===== src/rtl/arc_control_unit.sv =====
// arc_control_unit
// ----------------
// Microsequencer for the ARC-subset uDataPath. It fetches an instruction
// over a req/ack memory port, decodes the IR fields that the datapath hands
// back, and then steps through one state per datapath cycle. In each state
// it drives the register-write select, the bus-A/B source selects, the ALU
// operation and the memory request lines.
//
// Ports
//   arc_control_unit_CLOCK_50           system clock
//   arc_control_unit_Reset_InLow        synchronous reset, active-low
//   arc_control_unit_RegIR_*            decoded IR fields from the datapath
//   arc_control_unit_*_InLow (flags)    PSR N/Z/V/C, active-low
//   arc_control_unit_MemAck_InHigh      memory completes the access this cycle
//   arc_control_unit_Step_InHigh        single-step request (optional build only)
//   arc_control_unit_DecoderSelectionWrite_Out  destination register, 63 = none
//   arc_control_unit_MUXSelectionBUSA_Out       bus-A source
//   arc_control_unit_MUXSelectionBUSB_Out       bus-B source
//   arc_control_unit_ALUSelection_Out           ALU operation
//   arc_control_unit_MemRead_OutHigh / MemWrite_OutHigh  held until ack
//   arc_control_unit_Error_OutHigh      illegal instruction seen, sticky
//   arc_control_unit_State_Out          current state, for debug
//
// Build option
//   ARC_CU_SINGLESTEP_EN  adds the Step input and a HALT state that the
//                         unit waits in before each new FETCH.

module arc_control_unit #(
    parameter int DATAWIDTH_DECODER_SELECTION = 6,
    parameter int DATAWIDTH_MUX_SELECTION     = 6,
    parameter int DATAWIDTH_ALU_SELECTION     = 4
) (
    input  logic                                   arc_control_unit_CLOCK_50,
    input  logic                                   arc_control_unit_Reset_InLow,
    input  logic [1:0]                             arc_control_unit_RegIR_OP,
    input  logic [4:0]                             arc_control_unit_RegIR_RD,
    input  logic [2:0]                             arc_control_unit_RegIR_OP2,
    input  logic [5:0]                             arc_control_unit_RegIR_OP3,
    input  logic [4:0]                             arc_control_unit_RegIR_RS1,
    input  logic                                   arc_control_unit_RegIR_BIT13,
    input  logic [4:0]                             arc_control_unit_RegIR_RS2,
    input  logic                                   arc_control_unit_Negative_InLow,
    input  logic                                   arc_control_unit_Zero_InLow,
    input  logic                                   arc_control_unit_Overflow_InLow,
    input  logic                                   arc_control_unit_Carry_InLow,
    input  logic                                   arc_control_unit_MemAck_InHigh,
`ifdef ARC_CU_SINGLESTEP_EN
    input  logic                                   arc_control_unit_Step_InHigh,
`endif
    output logic [DATAWIDTH_DECODER_SELECTION-1:0] arc_control_unit_DecoderSelectionWrite_Out,
    output logic [DATAWIDTH_MUX_SELECTION-1:0]     arc_control_unit_MUXSelectionBUSA_Out,
    output logic [DATAWIDTH_MUX_SELECTION-1:0]     arc_control_unit_MUXSelectionBUSB_Out,
    output logic [DATAWIDTH_ALU_SELECTION-1:0]     arc_control_unit_ALUSelection_Out,
    output logic                                   arc_control_unit_MemRead_OutHigh,
    output logic                                   arc_control_unit_MemWrite_OutHigh,
    output logic                                   arc_control_unit_Error_OutHigh,
    output logic [4:0]                             arc_control_unit_State_Out
);

    typedef enum logic [4:0] {
        S_RESET    = 5'd0,
        S_FETCH    = 5'd1,
        S_DECODE   = 5'd2,
        S_ARITH_IMM = 5'd3,
        S_ARITH    = 5'd4,
        S_ADDR_IMM = 5'd5,
        S_LD_A     = 5'd6,
        S_ST_A     = 5'd7,
        S_LD_M     = 5'd8,
        S_ST_M     = 5'd9,
        S_SETHI    = 5'd10,
        S_BR_T     = 5'd11,
        S_BR_ADD   = 5'd12,
        S_INC_PC   = 5'd13,
        S_ILLEGAL  = 5'd14,
        S_HALT     = 5'd15
    } state_t;

    localparam logic [DATAWIDTH_DECODER_SELECTION-1:0] DEST_NONE  = DATAWIDTH_DECODER_SELECTION'(63);
    localparam logic [DATAWIDTH_DECODER_SELECTION-1:0] DEST_PC    = DATAWIDTH_DECODER_SELECTION'(32);
    localparam logic [DATAWIDTH_DECODER_SELECTION-1:0] DEST_IR    = DATAWIDTH_DECODER_SELECTION'(33);
    localparam logic [DATAWIDTH_DECODER_SELECTION-1:0] DEST_TEMP0 = DATAWIDTH_DECODER_SELECTION'(34);
    localparam logic [DATAWIDTH_DECODER_SELECTION-1:0] DEST_TEMP1 = DATAWIDTH_DECODER_SELECTION'(35);

    localparam logic [DATAWIDTH_MUX_SELECTION-1:0] MUX_ZERO  = DATAWIDTH_MUX_SELECTION'(0);
    localparam logic [DATAWIDTH_MUX_SELECTION-1:0] MUX_PC    = DATAWIDTH_MUX_SELECTION'(32);
    localparam logic [DATAWIDTH_MUX_SELECTION-1:0] MUX_IR    = DATAWIDTH_MUX_SELECTION'(33);
    localparam logic [DATAWIDTH_MUX_SELECTION-1:0] MUX_TEMP0 = DATAWIDTH_MUX_SELECTION'(34);
    localparam logic [DATAWIDTH_MUX_SELECTION-1:0] MUX_TEMP1 = DATAWIDTH_MUX_SELECTION'(35);

    localparam logic [DATAWIDTH_ALU_SELECTION-1:0] ALU_ANDCC    = DATAWIDTH_ALU_SELECTION'(0);
    localparam logic [DATAWIDTH_ALU_SELECTION-1:0] ALU_ORCC     = DATAWIDTH_ALU_SELECTION'(1);
    localparam logic [DATAWIDTH_ALU_SELECTION-1:0] ALU_ORNCC    = DATAWIDTH_ALU_SELECTION'(2);
    localparam logic [DATAWIDTH_ALU_SELECTION-1:0] ALU_ADDCC    = DATAWIDTH_ALU_SELECTION'(3);
    localparam logic [DATAWIDTH_ALU_SELECTION-1:0] ALU_ADD      = DATAWIDTH_ALU_SELECTION'(8);
    localparam logic [DATAWIDTH_ALU_SELECTION-1:0] ALU_LSHIFT2  = DATAWIDTH_ALU_SELECTION'(9);
    localparam logic [DATAWIDTH_ALU_SELECTION-1:0] ALU_LSHIFT10 = DATAWIDTH_ALU_SELECTION'(10);
    localparam logic [DATAWIDTH_ALU_SELECTION-1:0] ALU_SEXT13   = DATAWIDTH_ALU_SELECTION'(12);
    localparam logic [DATAWIDTH_ALU_SELECTION-1:0] ALU_INCPC    = DATAWIDTH_ALU_SELECTION'(14);

    localparam logic [5:0] OP3_LD = 6'b000000;
    localparam logic [5:0] OP3_ST = 6'b000100;

    state_t                               state_q;
    state_t                               state_d;
    state_t                               dispatch_state;
    logic                                 flag_n;
    logic                                 flag_z;
    logic                                 flag_v;
    logic                                 flag_c;
    logic                                 branch_taken;
    logic                                 branch_cond_legal;
    logic                                 arith_legal;
    logic [DATAWIDTH_ALU_SELECTION-1:0]   arith_alu;
    logic [DATAWIDTH_MUX_SELECTION-1:0]   operand_b_sel;

    assign flag_n = ~arc_control_unit_Negative_InLow;
    assign flag_z = ~arc_control_unit_Zero_InLow;
    assign flag_v = ~arc_control_unit_Overflow_InLow;
    assign flag_c = ~arc_control_unit_Carry_InLow;

    // With the immediate form, the sign-extended simm13 has already been
    // parked in TEMP0 by the pre-state, so bus B takes TEMP0 instead of RS2.
    assign operand_b_sel = arc_control_unit_RegIR_BIT13 ? MUX_TEMP0
                                                        : DATAWIDTH_MUX_SELECTION'(arc_control_unit_RegIR_RS2);

    // Branch condition evaluation. Only the five supported condition codes
    // are legal; anything else is treated as an illegal instruction.
    always_comb begin
        branch_taken      = 1'b0;
        branch_cond_legal = 1'b1;
        case (arc_control_unit_RegIR_RD[3:0])
            4'b1000: branch_taken = 1'b1;
            4'b0001: branch_taken = flag_z;
            4'b0101: branch_taken = flag_c;
            4'b0110: branch_taken = flag_n;
            4'b0111: branch_taken = flag_v;
            default: branch_cond_legal = 1'b0;
        endcase
    end

    // Map the arithmetic OP3 field onto the ALU operation code and flag
    // whether it is one of the four supported arithmetic/logic ops.
    always_comb begin
        arith_alu   = ALU_ADDCC;
        arith_legal = 1'b1;
        case (arc_control_unit_RegIR_OP3)
            6'b010000: arith_alu = ALU_ADDCC;
            6'b010001: arith_alu = ALU_ANDCC;
            6'b010010: arith_alu = ALU_ORCC;
            6'b010110: arith_alu = ALU_ORNCC;
            default:   arith_legal = 1'b0;
        endcase
    end

    // Instruction dispatch used when leaving DECODE. Every encoding that is
    // not explicitly recognised lands in ILLEGAL.
    always_comb begin
        dispatch_state = S_ILLEGAL;
        case (arc_control_unit_RegIR_OP)
            2'b10: begin
                if (arith_legal) begin
                    dispatch_state = arc_control_unit_RegIR_BIT13 ? S_ARITH_IMM : S_ARITH;
                end
            end
            2'b11: begin
                if (arc_control_unit_RegIR_OP3 == OP3_LD) begin
                    dispatch_state = arc_control_unit_RegIR_BIT13 ? S_ADDR_IMM : S_LD_A;
                end else if (arc_control_unit_RegIR_OP3 == OP3_ST) begin
                    dispatch_state = arc_control_unit_RegIR_BIT13 ? S_ADDR_IMM : S_ST_A;
                end
            end
            2'b00: begin
                if (arc_control_unit_RegIR_OP2 == 3'b100) begin
                    dispatch_state = S_SETHI;
                end else if (arc_control_unit_RegIR_OP2 == 3'b010 && branch_cond_legal) begin
                    dispatch_state = branch_taken ? S_BR_T : S_INC_PC;
                end
            end
            default: dispatch_state = S_ILLEGAL;
        endcase
    end

    // State register. Reset is synchronous and wins over every state,
    // including a pending memory wait.
    always_ff @(posedge arc_control_unit_CLOCK_50) begin
        if (!arc_control_unit_Reset_InLow) begin
            state_q <= S_RESET;
        end else begin
            state_q <= state_d;
        end
    end

    // Next-state logic. Memory states wait indefinitely for the ack; the
    // end of every instruction either returns to FETCH or, in the
    // single-step build, parks in HALT until a step request arrives.
    always_comb begin
        state_d = state_q;
        case (state_q)
            S_RESET:     state_d = S_FETCH;
            S_FETCH:     state_d = arc_control_unit_MemAck_InHigh ? S_DECODE : S_FETCH;
            S_DECODE:    state_d = dispatch_state;
            S_ARITH_IMM: state_d = S_ARITH;
            S_ARITH:     state_d = S_INC_PC;
            S_ADDR_IMM:  state_d = (arc_control_unit_RegIR_OP3 == OP3_ST) ? S_ST_A : S_LD_A;
            S_LD_A:      state_d = S_LD_M;
            S_ST_A:      state_d = S_ST_M;
            S_LD_M:      state_d = arc_control_unit_MemAck_InHigh ? S_INC_PC : S_LD_M;
            S_ST_M:      state_d = arc_control_unit_MemAck_InHigh ? S_INC_PC : S_ST_M;
            S_SETHI:     state_d = S_INC_PC;
            S_BR_T:      state_d = S_BR_ADD;
`ifdef ARC_CU_SINGLESTEP_EN
            S_BR_ADD:    state_d = S_HALT;
            S_INC_PC:    state_d = S_HALT;
            S_HALT:      state_d = arc_control_unit_Step_InHigh ? S_FETCH : S_HALT;
`else
            S_BR_ADD:    state_d = S_FETCH;
            S_INC_PC:    state_d = S_FETCH;
            S_HALT:      state_d = S_FETCH;
`endif
            S_ILLEGAL:   state_d = S_ILLEGAL;
            default:     state_d = S_RESET;
        endcase
    end

    // Output decode from the current state (and MemAck for the cycles that
    // complete a memory access). Everything starts idle and each state only
    // overrides what it actually uses.
    always_comb begin
        arc_control_unit_DecoderSelectionWrite_Out = DEST_NONE;
        arc_control_unit_MUXSelectionBUSA_Out      = MUX_ZERO;
        arc_control_unit_MUXSelectionBUSB_Out      = MUX_ZERO;
        arc_control_unit_ALUSelection_Out          = ALU_ANDCC;
        arc_control_unit_MemRead_OutHigh           = 1'b0;
        arc_control_unit_MemWrite_OutHigh          = 1'b0;
        arc_control_unit_Error_OutHigh             = 1'b0;
        case (state_q)
            S_FETCH: begin
                arc_control_unit_MemRead_OutHigh      = 1'b1;
                arc_control_unit_MUXSelectionBUSA_Out = MUX_PC;
                if (arc_control_unit_MemAck_InHigh) begin
                    arc_control_unit_DecoderSelectionWrite_Out = DEST_IR;
                end
            end
            S_ARITH_IMM, S_ADDR_IMM: begin
                arc_control_unit_MUXSelectionBUSA_Out      = MUX_IR;
                arc_control_unit_ALUSelection_Out          = ALU_SEXT13;
                arc_control_unit_DecoderSelectionWrite_Out = DEST_TEMP0;
            end
            S_ARITH: begin
                arc_control_unit_MUXSelectionBUSA_Out      = DATAWIDTH_MUX_SELECTION'(arc_control_unit_RegIR_RS1);
                arc_control_unit_MUXSelectionBUSB_Out      = operand_b_sel;
                arc_control_unit_ALUSelection_Out          = arith_alu;
                arc_control_unit_DecoderSelectionWrite_Out = DATAWIDTH_DECODER_SELECTION'(arc_control_unit_RegIR_RD);
            end
            S_LD_A, S_ST_A: begin
                arc_control_unit_MUXSelectionBUSA_Out      = DATAWIDTH_MUX_SELECTION'(arc_control_unit_RegIR_RS1);
                arc_control_unit_MUXSelectionBUSB_Out      = operand_b_sel;
                arc_control_unit_ALUSelection_Out          = ALU_ADD;
                arc_control_unit_DecoderSelectionWrite_Out = DEST_TEMP1;
            end
            S_LD_M: begin
                arc_control_unit_MemRead_OutHigh      = 1'b1;
                arc_control_unit_MUXSelectionBUSA_Out = MUX_TEMP1;
                if (arc_control_unit_MemAck_InHigh) begin
                    arc_control_unit_DecoderSelectionWrite_Out = DATAWIDTH_DECODER_SELECTION'(arc_control_unit_RegIR_RD);
                end
            end
            S_ST_M: begin
                arc_control_unit_MemWrite_OutHigh     = 1'b1;
                arc_control_unit_MUXSelectionBUSA_Out = MUX_TEMP1;
                arc_control_unit_MUXSelectionBUSB_Out = DATAWIDTH_MUX_SELECTION'(arc_control_unit_RegIR_RD);
            end
            S_SETHI: begin
                arc_control_unit_MUXSelectionBUSA_Out      = MUX_IR;
                arc_control_unit_ALUSelection_Out          = ALU_LSHIFT10;
                arc_control_unit_DecoderSelectionWrite_Out = DATAWIDTH_DECODER_SELECTION'(arc_control_unit_RegIR_RD);
            end
            S_BR_T: begin
                arc_control_unit_MUXSelectionBUSA_Out      = MUX_IR;
                arc_control_unit_ALUSelection_Out          = ALU_LSHIFT2;
                arc_control_unit_DecoderSelectionWrite_Out = DEST_TEMP0;
            end
            S_BR_ADD: begin
                arc_control_unit_MUXSelectionBUSA_Out      = MUX_PC;
                arc_control_unit_MUXSelectionBUSB_Out      = MUX_TEMP0;
                arc_control_unit_ALUSelection_Out          = ALU_ADD;
                arc_control_unit_DecoderSelectionWrite_Out = DEST_PC;
            end
            S_INC_PC: begin
                arc_control_unit_MUXSelectionBUSA_Out      = MUX_PC;
                arc_control_unit_ALUSelection_Out          = ALU_INCPC;
                arc_control_unit_DecoderSelectionWrite_Out = DEST_PC;
            end
            S_ILLEGAL: begin
                arc_control_unit_Error_OutHigh = 1'b1;
            end
            default: begin
                arc_control_unit_Error_OutHigh = 1'b0;
            end
        endcase
    end

    assign arc_control_unit_State_Out = state_q;

endmodule


===== config.mk =====
export PLATFORM = sky130hd
export DESIGN_NAME = arc_control_unit
export DESIGN_NICKNAME = d
export VERILOG_FILES = /design/src/rtl/arc_control_unit.sv
export SDC_FILE = /design/constraint.sdc
export NUM_CORES = 1
export LEC_CHECK = 0
export BUFFER_PORTS_ARGS = -buffer_cell sky130_fd_sc_hd__buf_2
export CAP_MARGIN = 15
export CORE_ASPECT_RATIO = 1.2
export CORE_UTILIZATION = 28
export CTS_BUF_LIST = sky130_fd_sc_hd__clkbuf_4
export CTS_CLUSTER_DIAMETER = 150
export DETAILED_ROUTE_END_ITERATION = 8
export REMOVE_ABC_BUFFERS = 1
export SYNTH_ARGS = -nofsm -noshare
export SYNTH_HDL_FRONTEND = slang
export SYNTH_SLANG_ARGS = --single-unit

===== constraint.sdc =====
create_clock -name arc_control_unit_CLOCK_50 -period 1.8 [get_ports arc_control_unit_CLOCK_50]
set_input_delay 0.09 -clock arc_control_unit_CLOCK_50 [delete_from_list [all_inputs] [get_ports arc_control_unit_CLOCK_50]]
set_output_delay 0.09 -clock arc_control_unit_CLOCK_50 [all_outputs]
set_load 0.02 [all_outputs]

==> impl_metrics.env, run 1 <==
export IMPL_antenna_left=0
export IMPL_die_y_um=66.8
export IMPL_drv_cap=0
export IMPL_fin_area_um2=1420
export IMPL_die_area_um2=3740
export IMPL_placed_cell_area_um2=1370
export IMPL_fin_crit_sh_pct=93.7
export IMPL_cts_buffers=3
export IMPL_grt_use_met3_pct=2.14
export IMPL_synthArstFlopShare_pct=0
export IMPL_grt_pass1_wl_um=5780
export IMPL_cts_tree="built"
export IMPL_ioPinCount=64
export IMPL_hpwl_um=2810
export IMPL_drt_wirelength_per_cell_um=12.9
export IMPL_antenna_found_initial=0
export IMPL_crit_fanout=12
export IMPL_clock_root_buffer="clkbuf_4"
export IMPL_cts_sinks=4
export IMPL_start_util_pct=29.3
export IMPL_ys_seq_elements=4
export IMPL_n_fill_cell=394
export IMPL_met1_usage_pct=24.2
export IMPL_finalNetCount=263
export IMPL_vias_per_cell=5.42
export IMPL_syn_area_um2=978
export IMPL_coreArea_um2=3340
export IMPL_period_needed_ps=1690
export IMPL_hold_buffers=0
export IMPL_place_congestion=0.991
export IMPL_max_freq_ghz=0.593
export IMPL_synthFlopType="dfxtp_1"
export IMPL_p_per_area_nw_per_um2=1430
export IMPL_synthDistinctLibCells=45
export IMPL_worstSetupPathType="flop to output pin"
export IMPL_drc=0
export IMPL_rsz0062_at_grt="false"
export IMPL_leakagePower_nw=0.677
export IMPL_via_count=1430
export IMPL_slew_viol_final=0
export IMPL_die_w_um=56.0
export IMPL_min_path_type="input pin to flop"
export IMPL_ys_top_cells_by_area="a21oi_1 8.7%, dfxtp_1 8.2%, o21ai_0 8.2%, nor2_1 7.3%, nand2_1 6.5%"
export IMPL_power_ir_vdd_worst_uv=770
export IMPL_finalClockSkew_ps=3.67
export IMPL_largest_register_ffs=4
export IMPL_htreeDepth=1
export IMPL_cp_data_arrival_time_ps=1600
export IMPL_routed_wl_um=3400
export IMPL_final_setup_viol_count=0
export IMPL_n_antenna_cell=0
export IMPL_yosys_area_top_type="a21oi_1"
export IMPL_cp_start_kind="flop"
export IMPL_critical_path_required_ps=1710
export IMPL_cts_buffer_depth=2
export IMPL_drt_first_iter_violations=48
export IMPL_yosysMostFrequentCell="nor2_1"
export IMPL_synth_edf_count=0
export IMPL_grt_met2_usage_pct=33.0
export IMPL_hold_violations=0
export IMPL_synth_top_area_share_pct=8.70
export IMPL_synth_cells=160
export IMPL_top_usage_layer="met2"
export IMPL_status="complete, no violations"
export IMPL_drt_pre_antenna_iters=4
export IMPL_grt_pass1_vias=1293
export IMPL_synth_common_cells="19 x nor2_1, 17 x a21oi_1, 17 x nand2_1, 16 x o21ai_0, 8 x nor3_1"
export IMPL_grt_use_total_pct=18.9
export IMPL_grt_ovfl_total=0
export IMPL_syn_avg_cell_area_um2=6.12
export IMPL_cts_resized=3
export IMPL_cts_clk_slew_worst_paths_ps=40
export IMPL_port_buffers=62
export IMPL_fin_cells=264
export IMPL_seq_area_frac_synth_pct=8.18
export IMPL_post_cts_buffers=0
export IMPL_placed_cells=261
export IMPL_clock_latency_ps=240
export IMPL_area_growth_pct=44.6
export IMPL_end_kind="output pin"
export IMPL_grt_max_degree=16
export IMPL_row_count=23
export IMPL_final_layout_size_suffix_gt1_share_pct=39.6
export IMPL_yosysWarnings=0
==> placed cells by master, fill, tap and decap left out, types with 6 or more instances in the layout <==
cell,netlist,final
nand2b_1,6,6
a21oi_1,17,16
nor2b_1,7,6
nor3_1,8,8
o21ai_0,16,16
nand2_1,17,16
buf_2,2,62
nor2_1,19,19
buf_4,3,13
==> metal layers <==
metal	vias to the layer above	routed length, µm
met5	-	0
li1	725	-
met2	59	1660
met1	643	1490
met3	3	218
met4	0	27
==> logic make-up (layout without fill, tap and decap cells) <==
kind of cell              after synthesis  after routing  synth area share (%)
xor gates and xnor gates                1              1                 0.895
buffers and inverters                  16             83                  8.31
other                                   1              1                 0.383
AOI/OAI and AO/OA                      61             61                  42.5
DFF                                     4              4                  8.18
and+or+nand+nor                        76             76                  38.7
muxes                                   1              1                  1.02
==> per-stage QoR <==
| step | hold WS, ps | setup slack (ps) | power (mW) | TNS [ps] | util (%) |
|---|---|---|---|---|---|
| CTS | 136 | 20.5 | 1.99 | 0 | 41.9 |
| finish | 136 | 114 | 2.02 | 0 | 42.4 |
| global placement | 393 | 138 | 1.86 | 0 | 41.0 |
| global route | 139 | 2.69 | 2.21 | 0 | 42.4 |
| detailed placement | 388 | 110 | 1.86 | 0 | 41.0 |
| floorplan | 218 | -468 | 1.24 | -893 | - |
==> path summary, 6_finish.rpt <==
check                                start                                            end  slack [ps]  cells after the start
max          arc_control_unit_State_Out[0]  arc_control_unit_DecoderSelectionWrite_Out[2]         110                      5
min           arc_control_unit_Reset_InLow                  arc_control_unit_State_Out[2]         140                      2
max reg2reg  arc_control_unit_State_Out[3]                  arc_control_unit_State_Out[2]         240                      5
min reg2reg  arc_control_unit_State_Out[0]                  arc_control_unit_State_Out[3]         730                      2
==> final cells by class <==
cell class                      count  area (µm²)  share of cell area, %
Multi-Input combinational cell    140         836                   59.1
Inverter                            5        18.8                   1.33
Timing Repair Buffer               75         408                   28.8
Tap cell                           37        46.3                   3.27
Sequential cell                     4        83.8                   5.92
Clock buffer                        3        22.5                   1.59
==> worst max-delay path: stages (launching register included) <==
cell	delay, ps
dfxtp_2	370
buf_4	180
nor2_1	320
a21oi_1	120
o211ai_1	170
buf_2	190
==> power by group <==
part           switching, mW  leakage [nW]  total (mW)  internal (mW)
sequential            0.0892        0.0339       0.222          0.132
clock                 0.0418        0.0138       0.117         0.0749
combinational           1.02         0.629        1.68          0.660
Power figures use the tool's default switching activity.
==> run 2: changes to the inputs <==
==> constraint.sdc (replaced) <==
create_clock -name arc_control_unit_CLOCK_50 -period 1.8 [get_ports arc_control_unit_CLOCK_50]
set_input_delay 0.36 -clock arc_control_unit_CLOCK_50 [delete_from_list [all_inputs] [get_ports arc_control_unit_CLOCK_50]]
set_output_delay 0.36 -clock arc_control_unit_CLOCK_50 [all_outputs]
set_load 0.02 [all_outputs]
==> impl_metrics.env, run 2 (synthesis results as in run 1) <==
export IMPL_cp_start_kind="flop"
export IMPL_finalClockSkew_ps=2.38
export IMPL_final_layout_size_suffix_gt1_share_pct=48.5
export IMPL_drc=0
export IMPL_grt_ovfl_total=0
export IMPL_rsz0062_at_grt="true"
export IMPL_slew_viol_final=0
export IMPL_min_path_type="input pin to flop"
export IMPL_htreeDepth=1
export IMPL_placed_cell_area_um2=1400
export IMPL_finalNetCount=271
export IMPL_fin_crit_sh_pct=100
export IMPL_failed_checks="negative setup slack"
export IMPL_coreArea_um2=3340
export IMPL_fin_cells=272
export IMPL_die_y_um=66.8
export IMPL_die_w_um=56.0
export IMPL_final_setup_worst_slack_ps=-5.46
export IMPL_n_fill_cell=357
export IMPL_placed_cells=263
export IMPL_seqCellArea_um2=90.1
export IMPL_antenna_left=0
export IMPL_drt_first_iter_violations=53
export IMPL_worstSetupPathType="flop to output pin"
export IMPL_vias_per_cell=5.36
export IMPL_worst_r2r_setup_slack_ps=170
export IMPL_cp_data_arrival_time_ps=1450
export IMPL_fin_tns_setup_ps=-5.46
export IMPL_grt_max_degree=23
export IMPL_post_route_util_pct=47.9
export IMPL_die_area_um2=3740
export IMPL_clock_root_buffer="clkbuf_4"
export IMPL_cp_slowest_cell="dfxtp_4"
export IMPL_layout_commonest_cell="buf_2"
export IMPL_p_per_area_nw_per_um2=1460
export IMPL_grt_use_total_pct=18.5
export IMPL_max_freq_ghz=0.554
export IMPL_drt_wirelength_per_cell_um=13.1
export IMPL_n_antenna_cell=0
export IMPL_port_buffers=62
export IMPL_end_kind="output pin"
export IMPL_leakagePower_nw=0.743
export IMPL_area_growth_pct=63.6
export IMPL_routed_wl_um=3560
export IMPL_via_count=1459
export IMPL_critical_path_required_ps=1440
export IMPL_drt_pre_antenna_iters=4
export IMPL_grt_pass1_vias=1247
export IMPL_path_buf_inv=2
export IMPL_slowest_delay_ps=360
export IMPL_layout_common_cells="53 x buf_2, 24 x buf_4, 16 x nand2_1"
export IMPL_place_congestion=0.908
export IMPL_cts_clk_slew_worst_paths_ps=30
export IMPL_drv_cap=0
export IMPL_final_setup_viol_count=1
export IMPL_cts_tree="built"
export IMPL_hold_violations=0
export IMPL_largest_register_ffs=4
export IMPL_start_util_pct=29.3
export IMPL_fin_area_um2=1600
export IMPL_period_needed_ps=1810
export IMPL_row_count=23
export IMPL_power_ir_vdd_worst_uv=882
export IMPL_crit_family="compound AO/OA/AOI/OAI gates"
export IMPL_cts_sinks=4
export IMPL_crit_fanout=7
export IMPL_hpwl_um=2770
export IMPL_status="finished with violations"
export IMPL_cts_buffers=3
export IMPL_antenna_found_initial=0
export IMPL_preCtsSetupSlack_ps=-74.8
export IMPL_cts_buffer_depth=2
export IMPL_clock_latency_ps=240
export IMPL_grt_pass1_wl_um=5580
export IMPL_ioPinCount=64
export IMPL_multi_input_area_um2=901
export IMPL_crit_chain="buf_6 -> a21oi_2 -> nor3_2 -> a31oi_1 -> nand2_1 -> a21oi_2 -> buf_6"
run 2: layer usage:
metal  vias to the layer above  wire, µm  GRT usage [%]
met1                       654      1490           23.3
met3                         5       228           2.14
met4                         0        29           6.40
li1                        742         -              -
met2                        58      1810           32.6
met5                         -         0              0
run 2: layout make-up:
class / instances / area share [%]
tap: 37 / 2.89
multi-input combinational: 140 / 56.3
inverter: 5 / 1.17
clock buffer: 3 / 1.41
sequential: 4 / 5.63
timing repair buffer: 83 / 32.6
run 2: timing repair:
item                                    in CTS  in global routing
setup buffers                                2                  4
pin swaps                                    4                  6
hold buffers                                 0                  0
endpoints found under the setup margin      18                 16
cloned                                       0                  0
resized for setup                           24                 23
run 2: path summary, 6_finish.rpt:
check | end | cells past startpoint | start
setup / recovery | arc_control_unit_DecoderSelectionWrite_Out[1] | 7 | arc_control_unit_State_Out[3]
setup reg to reg | arc_control_unit_State_Out[0] | 6 | arc_control_unit_State_Out[0]
hold / removal | arc_control_unit_State_Out[3] | 2 | arc_control_unit_Reset_InLow
hold reg to reg | arc_control_unit_State_Out[3] | 3 | arc_control_unit_State_Out[2]
run 2: power by group:
group          internal [mW]  switching, mW  leakage [nW]
Combinational          0.868           1.16         0.694
Clock                 0.0747         0.0381        0.0138
Sequential             0.140         0.0606        0.0350
run 2: per-stage QoR:
stage | power [mW] | hold slack [ps]
final | 2.34 | 404
after global routing | 2.51 | 413
after CTS | 2.15 | 402
after detailed placement | 1.90 | 656
after global placement | 1.90 | 659
after floorplan | 1.24 | 488
==> run 3: changes to the inputs <==
--- a/config.mk
+++ b/config.mk
@@ -7,7 +7,7 @@
 export LEC_CHECK = 0
 export BUFFER_PORTS_ARGS = -buffer_cell sky130_fd_sc_hd__buf_2
 export CAP_MARGIN = 15
-export CORE_ASPECT_RATIO = 1.2
+export CORE_MARGIN = 5
 export CORE_UTILIZATION = 28
 export CTS_BUF_LIST = sky130_fd_sc_hd__clkbuf_4
 export CTS_CLUSTER_DIAMETER = 150
==> impl_metrics.env, run 3 (synthesis results as in run 1) <==
export IMPL_via_count=1496
export IMPL_placed_cell_area_um2=1480
export IMPL_drv_cap=0
export IMPL_combPwrFrac_pct=86.8
export IMPL_grt_pass1_wl_um=6130
export IMPL_p_per_area_nw_per_um2=1490
export IMPL_hold_buffers=0
export IMPL_ff2ff_path_depth=8
export IMPL_htreeDepth=1
export IMPL_final_layout_size_suffix_gt1_share_pct=50.6
export IMPL_die_w_um=69.1
export IMPL_die_area_um2=4780
export IMPL_n_antenna_cell=0
export IMPL_antenna_left=0
export IMPL_rsz0062_at_grt="true"
export IMPL_layout_common_cells="51 x buf_2, 34 x buf_4, 16 x nor2_1, 16 x nand2_1, 13 x a21oi_1"
export IMPL_max_freq_ghz=0.551
export IMPL_start_util_pct=29.1
export IMPL_slew_viol_final=0
export IMPL_grt_max_degree=23
export IMPL_min_path_type="input pin to flop"
export IMPL_die_y_um=69.1
export IMPL_worstSetupPathType="flop to output pin"
export IMPL_row_count=21
export IMPL_cts_sinks=4
export IMPL_area_growth_pct=74.6
export IMPL_hold_violations=0
export IMPL_end_kind="output pin"
export IMPL_fin_area_um2=1710
export IMPL_reg2reg_from="arc_control_unit_State_Out[2]"
export IMPL_clock_latency_ps=230
export IMPL_grt_ovfl_total=0
export IMPL_cp_slowest_cell="dfxtp_4"
export IMPL_crit_cells=7
export IMPL_vias_per_cell=5.18
export IMPL_antenna_found_initial=0
export IMPL_hpwl_um=3000
export IMPL_finalNetCount=279
export IMPL_worst_r2r_setup_slack_ps=110
export IMPL_crit_chain="buf_6 -> a21oi_2 -> nor3_2 -> a31oi_4 -> nand2_1 -> a21oi_2 -> buf_6"
export IMPL_layout_commonest_cell="buf_2"
export IMPL_critical_path_required_ps=1440
export IMPL_power_frac_clock_pct=4.3
export IMPL_final_setup_viol_count=1
export IMPL_grt_use_total_pct=14.9
export IMPL_cp_startpoint="arc_control_unit_State_Out[3]"
export IMPL_pwr_share_seq_pct=8.9
export IMPL_cp_start_kind="flop"
export IMPL_period_needed_ps=1810
export IMPL_crit_family="compound AO/OA/AOI/OAI gates"
export IMPL_failed_checks="negative setup slack"
export IMPL_drt_first_iter_violations=80
export IMPL_cts_buffer_depth=2
export IMPL_cts_tree="built"
export IMPL_power_ir_vdd_worst_uv=473
export IMPL_grt_pass1_vias=1370
export IMPL_finalClockSkew_ps=2.21
export IMPL_fin_crit_sh_pct=101
export IMPL_drt_wirelength_per_cell_um=13.7
export IMPL_largest_register_ffs=4
export IMPL_cp_data_arrival_time_ps=1450
export IMPL_critPathCapture="arc_control_unit_DecoderSelectionWrite_Out[1]"
export IMPL_drc=0
export IMPL_place_congestion=0.906
export IMPL_clock_root_buffer="clkbuf_4"
export IMPL_power_switching_mw=1.32
export IMPL_p_int_mw=1.23
export IMPL_path_buf_inv=2
export IMPL_post_route_util_pct=50.8
export IMPL_final_setup_worst_slack_ps=-13.9
export IMPL_crit_fanout=8
export IMPL_port_buffers=62
export IMPL_cts_buffers=3
export IMPL_drt_pre_antenna_iters=4
export IMPL_ioPinCount=64
export IMPL_switching_share_pct=51.7
export IMPL_slowest_delay_ps=370
export IMPL_reg2reg_to="arc_control_unit_State_Out[0]"
export IMPL_coreArea_um2=3360
export IMPL_cts_clk_slew_worst_paths_ps=40
export IMPL_status="finished with violations"
export IMPL_routed_wl_um=3950
export IMPL_leakagePower_nw=0.796
## run 3: cell count changes in the layout (fill, tap and decap cells not counted), sizes merged
| cell | delta |
|---|---|
| buf | +8 |
## run 3: power groups by stage
stage	combinational, mW	sequential [mW]	clock (mW)
after floorplan	0.937	0.301	0
after global placement	1.82	0.199	0
after detailed placement	1.83	0.196	0
after CTS	1.88	0.212	0.116
after global routing	2.39	0.237	0.127
final	2.21	0.227	0.109
## run 3: worst min path at each step
stage	startpoint	cells past startpoint	slack, ps	to
2_1_floorplan	arc_control_unit_Reset_InLow	1	490	arc_control_unit_State_Out[3]
3_3_place_gp	arc_control_unit_Reset_InLow	2	670	arc_control_unit_State_Out[2]
3_5_place_dp	arc_control_unit_Reset_InLow	2	660	arc_control_unit_State_Out[3]
4_1_cts	arc_control_unit_Reset_InLow	2	400	arc_control_unit_State_Out[3]
5_1_grt	arc_control_unit_Reset_InLow	2	410	arc_control_unit_State_Out[3]
6_report	arc_control_unit_Reset_InLow	2	410	arc_control_unit_State_Out[3]
## run 3: through the flow
stage	setup TNS, ps	cells	hold WS, ps	total power [mW]	setup slack, ps
after floorplan	-2880	149	488	1.24	-738
after global placement	-49.6	281	665	2.02	-49.6
after detailed placement	-71.0	281	663	2.02	-71.0
after CTS	-43.2	284	402	2.21	-16.4
after global routing	-524	289	412	2.76	-75.9
final	-13.9	289	409	2.55	-13.9
## run 3: layout make-up
class	count	area, µm²
Clock buffer	3	22.5
Tap cell	46	57.6
Fill cell	369	1660
Sequential cell	4	95.1
Inverter	5	18.8
Multi-Input combinational cell	140	927
Timing Repair Buffer	91	587
## run 3: what timing repair did
action	CTS	global route
endpoints found under the setup margin	15	16
setup buffers	0	5
gates resized for setup	16	38
pin swaps	2	8
endpoints found under the hold margin	0	0
## run 3: routing by layer
metal | track usage [%] | vias up | routed length [µm]
li1 | - | 756 | -
met1 | 19.0 | 687 | 1700
met2 | 26.3 | 49 | 1990
met3 | 4.07 | 4 | 226
met4 | 0.651 | 0 | 27
met5 | 0 | - | 0
